## src/rtl/mem_pkg.sv

```systemverilog
// Shared sizing and entry layout for the memory issue queue.
// The entry struct is sized from the package constants below.
package mem_pkg;

  localparam int MQ_DEPTH    = 8;
  localparam int MQ_ROB_BITS = 6;
  localparam int MQ_WIDTH    = 16;

  typedef struct packed {
    logic                   valid;
    logic                   is_ld;
    logic [MQ_ROB_BITS-1:0] rob;
    logic [MQ_WIDTH-1:0]    offset;
    logic                   base_rdy;
    logic [MQ_WIDTH-1:0]    base;
    logic                   data_rdy;
    logic [MQ_WIDTH-1:0]    data;
  } mq_entry_t;

  // Effective address; the carry out of the top bit is dropped.
  function automatic logic [MQ_WIDTH-1:0] eff_addr(input logic [MQ_WIDTH-1:0] base,
                                                   input logic [MQ_WIDTH-1:0] offset);
    return base + offset;
  endfunction

endpackage

```

## src/rtl/operand_wakeup.sv

```systemverilog
// Operand capture from the CDB: a not-ready operand holds its producer tag in its
// low bits and takes the broadcast value when that tag appears.
module operand_wakeup
  import mem_pkg::*;
#(
  parameter int ROB_BITS = MQ_ROB_BITS,
  parameter int WIDTH    = MQ_WIDTH
) (
  input  logic                rdy_in,
  input  logic [WIDTH-1:0]    value_in,
  input  logic                cdb_valid,
  input  logic [ROB_BITS-1:0] cdb_tag,
  input  logic [WIDTH-1:0]    cdb_value,
  output logic                rdy_out,
  output logic [WIDTH-1:0]    value_out
);

  logic hit;

  assign hit       = !rdy_in && cdb_valid && (value_in[ROB_BITS-1:0] == cdb_tag);
  assign rdy_out   = rdy_in | hit;
  assign value_out = hit ? cdb_value : value_in;

endmodule

```

## src/rtl/mem_issue_queue.sv

```systemverilog
// In-order load/store issue queue: holds dispatched ops until their operands arrive
// on the CDB, then issues one op per cycle from the head to the LSU.
module mem_issue_queue
  import mem_pkg::*;
#(
  parameter int DEPTH    = MQ_DEPTH,
  parameter int ROB_BITS = MQ_ROB_BITS,
  parameter int WIDTH    = MQ_WIDTH
) (
  input  logic                clk,
  input  logic                reset,
  input  logic                flush,
  input  logic                in_valid,
  output logic                in_ready,
  input  logic                in_is_ld,
  input  logic [ROB_BITS-1:0] in_rob,
  input  logic [WIDTH-1:0]    in_offset,
  input  logic                in_base_rdy,
  input  logic [WIDTH-1:0]    in_base,
  input  logic                in_data_rdy,
  input  logic [WIDTH-1:0]    in_data,
  input  logic                cdb_valid,
  input  logic [ROB_BITS-1:0] cdb_tag,
  input  logic [WIDTH-1:0]    cdb_value,
  input  logic                load_stall,
  output logic                out_valid,
  output logic                out_is_ld,
  output logic [WIDTH-1:0]    out_data,
  output logic [WIDTH-1:0]    out_location,
  output logic [ROB_BITS-1:0] out_rob
);

  localparam int PTR_W = $clog2(DEPTH);
  localparam int CNT_W = $clog2(DEPTH + 1);

  mq_entry_t          entries_q [DEPTH];
  mq_entry_t          entries_d [DEPTH];
  logic [PTR_W-1:0]   head_q, head_d, tail_q, tail_d;
  logic [CNT_W-1:0]   count_q, count_d;
  logic               out_valid_q, out_valid_d;
  logic               out_is_ld_q, out_is_ld_d;
  logic [WIDTH-1:0]   out_data_q, out_data_d;
  logic [WIDTH-1:0]   out_location_q, out_location_d;
  logic [ROB_BITS-1:0] out_rob_q, out_rob_d;

  logic               base_rdy_w [DEPTH];
  logic [WIDTH-1:0]   base_w     [DEPTH];
  logic               data_rdy_w [DEPTH];
  logic [WIDTH-1:0]   data_w     [DEPTH];
  logic               byp_base_rdy, byp_data_rdy;
  logic [WIDTH-1:0]   byp_base, byp_data;
  mq_entry_t          head_e;
  logic               dispatch, issue;

  for (genvar g = 0; g < DEPTH; g++) begin : g_wake
    operand_wakeup #(.ROB_BITS(ROB_BITS), .WIDTH(WIDTH)) u_base_wake (
      .rdy_in   (entries_q[g].base_rdy),
      .value_in (entries_q[g].base),
      .cdb_valid(cdb_valid),
      .cdb_tag  (cdb_tag),
      .cdb_value(cdb_value),
      .rdy_out  (base_rdy_w[g]),
      .value_out(base_w[g])
    );
    operand_wakeup #(.ROB_BITS(ROB_BITS), .WIDTH(WIDTH)) u_data_wake (
      .rdy_in   (entries_q[g].data_rdy),
      .value_in (entries_q[g].data),
      .cdb_valid(cdb_valid),
      .cdb_tag  (cdb_tag),
      .cdb_value(cdb_value),
      .rdy_out  (data_rdy_w[g]),
      .value_out(data_w[g])
    );
  end

  // Same-cycle bypass so an op whose producer broadcasts during dispatch is not lost.
  operand_wakeup #(.ROB_BITS(ROB_BITS), .WIDTH(WIDTH)) u_byp_base (
    .rdy_in   (in_base_rdy),
    .value_in (in_base),
    .cdb_valid(cdb_valid),
    .cdb_tag  (cdb_tag),
    .cdb_value(cdb_value),
    .rdy_out  (byp_base_rdy),
    .value_out(byp_base)
  );
  operand_wakeup #(.ROB_BITS(ROB_BITS), .WIDTH(WIDTH)) u_byp_data (
    .rdy_in   (in_data_rdy),
    .value_in (in_data),
    .cdb_valid(cdb_valid),
    .cdb_tag  (cdb_tag),
    .cdb_value(cdb_value),
    .rdy_out  (byp_data_rdy),
    .value_out(byp_data)
  );

  assign in_ready = (count_q != CNT_W'(DEPTH));
  assign head_e   = entries_q[head_q];
  assign dispatch = in_valid && in_ready;
  // Eligibility uses registered operand state, so a wakeup only counts next cycle.
  assign issue    = head_e.valid && head_e.base_rdy && (head_e.is_ld || head_e.data_rdy)
                    && !load_stall;

  always_comb begin
    // NOTE: every always_comb output gets a default first so no path infers a latch.
    head_d         = head_q;
    tail_d         = tail_q;
    count_d        = count_q;
    out_valid_d    = 1'b0;
    out_is_ld_d    = out_is_ld_q;
    out_data_d     = out_data_q;
    out_location_d = out_location_q;
    out_rob_d      = out_rob_q;
    for (int i = 0; i < DEPTH; i++) begin
      entries_d[i]          = entries_q[i];
      entries_d[i].base_rdy = base_rdy_w[i];
      entries_d[i].base     = base_w[i];
      entries_d[i].data_rdy = data_rdy_w[i];
      entries_d[i].data     = data_w[i];
    end

    if (issue) begin
      entries_d[head_q].valid = 1'b0;
      head_d                  = head_q + 1'b1;
      out_valid_d             = 1'b1;
      out_is_ld_d             = head_e.is_ld;
      out_rob_d               = head_e.rob;
      out_location_d          = eff_addr(head_e.base, head_e.offset);
      out_data_d              = head_e.is_ld ? '0 : head_e.data;
    end

    // A dispatch never targets the head being popped: it needs count < DEPTH.
    if (dispatch) begin
      entries_d[tail_q].valid    = 1'b1;
      entries_d[tail_q].is_ld    = in_is_ld;
      entries_d[tail_q].rob      = in_rob;
      entries_d[tail_q].offset   = in_offset;
      entries_d[tail_q].base_rdy = byp_base_rdy;
      entries_d[tail_q].base     = byp_base;
      entries_d[tail_q].data_rdy = byp_data_rdy;
      entries_d[tail_q].data     = byp_data;
      tail_d                     = tail_q + 1'b1;
    end

    case ({dispatch, issue})
      2'b10:   count_d = count_q + 1'b1;
      2'b01:   count_d = count_q - 1'b1;
      default: count_d = count_q;
    endcase
  end

  // NOTE: sequential state uses non-blocking assignments so all flops update together.
  always_ff @(posedge clk) begin
    if (reset || flush) begin
      head_q         <= '0;
      tail_q         <= '0;
      count_q        <= '0;
      out_valid_q    <= 1'b0;
      out_is_ld_q    <= 1'b0;
      out_data_q     <= '0;
      out_location_q <= '0;
      out_rob_q      <= '0;
      // NOTE: only the valid bits are cleared; payload is don't-care while invalid.
      for (int i = 0; i < DEPTH; i++) entries_q[i].valid <= 1'b0;
    end else begin
      head_q         <= head_d;
      tail_q         <= tail_d;
      count_q        <= count_d;
      out_valid_q    <= out_valid_d;
      out_is_ld_q    <= out_is_ld_d;
      out_data_q     <= out_data_d;
      out_location_q <= out_location_d;
      out_rob_q      <= out_rob_d;
      for (int i = 0; i < DEPTH; i++) entries_q[i] <= entries_d[i];
    end
  end

  assign out_valid    = out_valid_q;
  assign out_is_ld    = out_is_ld_q;
  assign out_data     = out_data_q;
  assign out_location = out_location_q;
  assign out_rob      = out_rob_q;

endmodule

```

## config.mk

```make
export PLATFORM = sky130hd
export DESIGN_NAME = mem_issue_queue
export DESIGN_NICKNAME = d
export VERILOG_FILES = /design/src/rtl/mem_pkg.sv /design/src/rtl/operand_wakeup.sv /design/src/rtl/mem_issue_queue.sv
export SDC_FILE = /design/constraint.sdc
export NUM_CORES = 1
export LEC_CHECK = 0
export CORE_UTILIZATION = 50
export CTS_CLUSTER_SIZE = 24
export DETAILED_ROUTE_END_ITERATION = 7
export GPL_TIMING_DRIVEN = 0
export PLACE_DENSITY = 0.71
export SLEW_MARGIN = 20
export SYNTH_ARGS = -nofsm -noshare
export SYNTH_HDL_FRONTEND = slang
export SYNTH_SLANG_ARGS = --single-unit
```

## constraint.sdc

```tcl
create_clock -name clk -period 11.2 [get_ports clk]
set_input_delay 2.24 -clock clk [delete_from_list [all_inputs] [get_ports clk]]
set_output_delay 2.24 -clock clk [all_outputs]
set_load 0.05 [all_outputs]
```

; Yosys cells after proc, flatten, opt, wreduce, memory -nomap -nowiden
; Memories as Yosys holds them, arrays and structs flattened. A register that Yosys moved wholly into a read port is not among the register bits.
; Index checks and enable logic that the tools add are counted.
[word_totals]
regBits = 50
mem_bits_rw = 464
inputBits = 85
out_inout_bits = 41
wordCells = 194
n_memories = 1
[mem_list]
columns = name, words, width, read_ports, rd_ports_with_merged_regs, wr, line_no
row1 = entries_q, 8, 58, 9, 1, 8, mem_issue_queue.sv:36  ; mq_entry_t entries_q [DEPTH];
[op_classes]
addsub = 5
order_cmp = 4
eq_ne = 21
muxes = 63
bitwise = 28
reduce_logical = 64
[ops]
columns = operator, count
row1 = 464-bit bitwise mux, 9
row2 = 58-bit demux with 3-bit select, 9
row3 = 464-bit two-way mux, 2
row4 = 16-bit two-way mux, 20
row5 = 58-bit two-way mux, 2
row6 = 6-bit equality test, 18
row7 = 57-bit two-way mux, 1
row8 = 56-bit two-way mux, 1
row9 = 50-bit two-way mux, 1
row10 = 1-bit logical AND, 42
row11 = 34-bit two-way mux, 1
row12 = 33-bit two-way mux, 1
row13 = 1-bit OR, 26
row14 = 1-bit logical NOT, 19
row15 = 17-bit two-way mux, 1
row16 = 16-bit adder, 1
row17 = 1-bit two-way mux, 12
row18 = "4-bit greater-or-equal comparator, second input constant", 2
row19 = "4-bit by 1-bit < comparator with 1-bit output, second input constant", 2
row20 = 3-bit inverter with 4-bit output, 2
row21 = 4-bit one-hot mux with 2 select lines, 1
row22 = "3-bit by 1-bit adder with 3-bit output, second input constant", 2
row23 = 3-bit two-way mux, 2
row24 = "4-bit by 1-bit adder with 4-bit output, second input constant", 1
row25 = other kinds (6), 7

; Longest topological paths before layout
[depth]
ltp_word = 17
ltp_mapped = 15
depth_no_buf = 12

; Hierarchy
; A second synthesis with hierarchy kept.
[unflattened]
hier_cells = 2161
area_unflattened_um2 = 30540.5
[modules_own_cells]
columns = module, n_inst, cells_per_inst, area_per_inst_um2, seq_area_each_um2
row1 = mem_issue_queue, 1, 1675, 24639.9, 14914.3
row2 = operand_wakeup, 18, 27, 327.8, 0.0

; Worst setup path before layout
; OpenSTA, ideal clock, no wires.
[synth_path]
kind = input port to flip-flop
from = input port flush
to = memory entries_q[2][57] (netlist bit)
setup_time_ps = 103
arrival_ps = 11447
path_slack_ps = -350
path_stages = 6
n_path_buf = 2
cell_sequence = or2_2 > clkbuf_1 > inv_1 > clkbuf_1 > o21ai_0 > a21oi_1
[synth_lines]
columns = item, line_no
row1 = "start, declared", mem_issue_queue.sv:12  ; input logic flush,
row2 = "end, declared", mem_issue_queue.sv:36

==> results.tsv <==
stage	metric	value	unit
run_status	status	completed	
layout	share of layout cells above drive strength 1	15.86	%
setup_path	largest stage delay on the critical path	890	ps
clocking	H-tree levels	2	
clocking	clk slew on worst S/H paths	60	ps
yosys	Synth area leaders	edfxtp_1 (50%), mux4_2 (8.8%), dfxtp_1 (4.4%)	
sta	Fin Setup TNS	0	ps
min_path	HP Start	out_location[5]$_SDFFE_PN0N_	
detailed_routing	1st-iter DRT viols	3616	
detailed_routing	vias per cell	6.698	
detailed_routing	WL per Instance	30.55	um
min_path	HP Class	reg2reg	
sta	Max Transition Viols Final	0	
yosys	most common cell in the synthesized netlist	edfxtp_1	
yosys	top cell type by total area after synthesis	edfxtp_1	
yosys	mean area per synthesized cell	12.11	um2
detailed_routing	DRC viols	0	
setup_path	WS Path Type	in2reg	
yosys	asr flop ratio synth	0	%
clocking	post-cts resize count	0	
pwr	clock share of power	42.4	%
place	GPL Wtd Cong	0.9919	
layout	area grow syn2layout	14.15	%
sta	Min Hold Slack	467.9	ps
yosys	synthesized area	0.02751	mm2
sta	Setup violations, final	0	
yosys	synth warn	0	
clocking	Num CTS Buffers	55	
setup_path	slowest CP cell	clkbuf_1	
die	core area	0.05413	mm2
sta	Final Hold Viols	0	
yosys	post-synth top area share	49.77	%
setup_path	r2r endpoint	out_location[11]$_SDFFE_PN0N_	
yosys	Synth Instances	2271	
yosys	Synth Register Bits	517	
layout	Final nets	2533	
sta	RSZ-0062 raised after global routing	no	
pwr	switching power	1.058	mW
setup_path	crit path cell chain	clkdlybuf4s50_1, nand3b_4, nor3_2, clkbuf_1, nand2_1, buf_2, o22ai_1, a21oi_1	
clocking	maximum root-to-sink buffer count	3	
min_path	WHS Path Cells	2	
clocking	Post-CTS Hold Buffers	0	
detailed_routing	total number of vias	21230	
setup_path	Critical Path RT	11560	ps
place	dpl hpwl	69.04	mm
yosys	syn nets	2377	
yosys	Commonest cells post-synth	edfxtp_1 (456), nor2_1 (290), and2_1 (187)	
die	die height	236.6	um
place	Port Buf Inserts	86	
global_route	vias in the first global route	20670	
setup_path	CP arrival	5660	ps
pwr	sequential fraction of design power	49.4	%
detailed_routing	DRT Pass-1 Iters	8	
run	number of max-cap violations	0	
global_route	largest net degree at the start of global routing	97	
sta	fmax	0.1888	GHz
die	chip width	236.6	um
min_path	Worst Hold Path EP	out_location[5]$_SDFFE_PN0N_	
global_route	overflow left after global routing	0	
setup_path	flop2flop setup slack	5930	ps
die	Initial Util	50.82	%
clocking	Sink Count	517	
die	Ports	126	
layout	filler cell count	4342	
detailed_routing	Antenna Nets Post-Route	0	
sta	clk_skew	26.41	ps
clocking	total setup buffers inserted after CTS	0	
sta	fin crit period	5296	ps
pwr	Pleak	10.50	nW
setup_path	FF-to-FF path depth	14	
sta	Slew headroom	17.38	%
sta	crit share post-route	47.28	%
setup_path	Crit path depth	8	
yosys	Main synth FF type	edfxtp_1	
setup_path	CP max FO	10	
pwr	internal cell power	3.351	mW
setup_path	CP delay by family, top	buffers and inverters	
pwr	Worst VDD drop	0.1303	mV
clocking	CTS tree	done	
setup_path	CP startpoint kind	input pin	
pwr	Comb pwr share	8.2	%
pwr	Switching Fraction	24.00	%
global_route	total track usage	34.51	%
yosys	Synth cell types	81	
setup_path	Crit. End Element	flop	
detailed_routing	Routed WL	96.81	mm
die	die area	0.05596	mm2
sta	slew at the pin closest to its max-slew limit	1239	ps
clocking	Clk Latency, worst-skew pair	630	ps
yosys	number of synthesized flops with an enable pin	456	
pwr	PwrDens	140.4	mW/mm2
global_route	antenna violations before repair	5	
yosys	post-synthesis sequential area ratio	54.21	%
clocking	Root Buffer	clkbuf_16	
die	FP Rows	85	
global_route	first-pass GRT wire length	140.1	mm
setup_path	Critical path buffers and inverters	3	
[per-layer routing]
metal / track usage (%) / part of all wire (%) / vias up
met2: 52.83 / 45 / 1623
li1: - / - / 8878
met3: 7.951 / 13 / 244
met1: 47.13 / 38 / 10480
met5: 0 / 0 / -
met4: 15.13 / 4.5 / 0
[cells by family (layout without fill, tap and decap cells)]
kind of cell | after synthesis | in the layout | synth area share [%]
multiplexers | 171 | 171 | 11.41
AND/OR/NAND/NOR | 661 | 661 | 12.08
flip-flops | 517 | 517 | 54.21
XOR/XNOR | 132 | 132 | 4.202
buffers and inverters | 226 | 426 | 3.752
adder cells (fa/ha/maj) | 21 | 21 | 0.9824
other | 0 | 2 | 0
AO/OA/AOI/OAI | 543 | 543 | 13.36
[power groups by stage]
stage	logic [mW]	registers [mW]	clock network (mW)
after floorplan	0.216	2.21	0
after global placement	0.334	2.23	0
after detailed placement	0.348	2.22	0
after CTS	0.350	2.18	1.87
after global routing	0.380	2.18	1.94
final	0.361	2.18	1.87
[sequential cells by signal, indices dropped and copies added (netlist names), named ones only]
signal,count
out_data,16
head_q,3
entries_q,464
count_q,4
out_rob,6
out_valid,1
tail_q,3
out_is_ld,1
out_location,16
[worst reg2reg max path: cells and delay by family (launching register included)]
family	cells	cell delay (ps)
fa+ha+maj	1	320
compound gates	3	780
simple gates	3	610
mux	2	780
buf+inv	5	2310
flops	1	300
[stage by stage]
stage | cells | instance area (um2) | power [mW] | util, % | setup slack (ps)
detailed placement | 3066 | 29590 | 2.564 | 54.65 | 5017
finish | 3169 | 31400 | 4.409 | 58.01 | 5904
global placement | 3053 | 29240 | 2.560 | 54.02 | 1652
CTS | 3167 | 31390 | 4.394 | 57.99 | 5660
floorplan | 2271 | 27510 | 2.429 | - | 4026
global route | 3168 | 31400 | 4.501 | 58.01 | 5737
[cell type report]
type,instances,area (um2),area share [%]
diodes,2,5.005,0.01594
plain buffers,203,957.2,3.048
clock buffers,79,1589,5.060
clock inverters,22,216.5,0.6893
inverters,23,86.33,0.2749
multi-input cells,1528,11630,37.05
flip-flops and latches,517,14910,47.49
well taps,696,870.8,2.773
repair buffers,99,1129,3.594
[how the worst max path moves through the flow]
stage	startpoint	to	slack [ps]
2_1_floorplan	flush	entries_q[2][57]$_SDFF_PN0_	4030
3_3_place_gp	flush	entries_q[2][57]$_SDFF_PN0_	1650
3_5_place_dp	in_valid	entries_q[0][17]$_DFFE_PP_	5020
4_1_cts	in_valid	entries_q[0][17]$_DFFE_PP_	5660
5_1_grt	flop	out_location[7]$_SDFFE_PN0N_	5740
6_report	in_valid	entries_q[0][10]$_DFFE_PP_	5900
[placed cells by master (no fill, tap or decap), types with 80 or more instances in the layout]
cell	synthesis	routed
edfxtp_1	456	456
nor2_1	290	282
and2_1	187	187
o22ai_1	177	177
a21oi_1	115	115
mux4_2	108	108
clkbuf_1	87	99
buf_2	92	92
clkdlybuf4s50_1	0	86
o21a_1	82	82
o22a_1	81	81
xnor2_1	80	80
No activity file was read; power rests on OpenSTA's default activity.
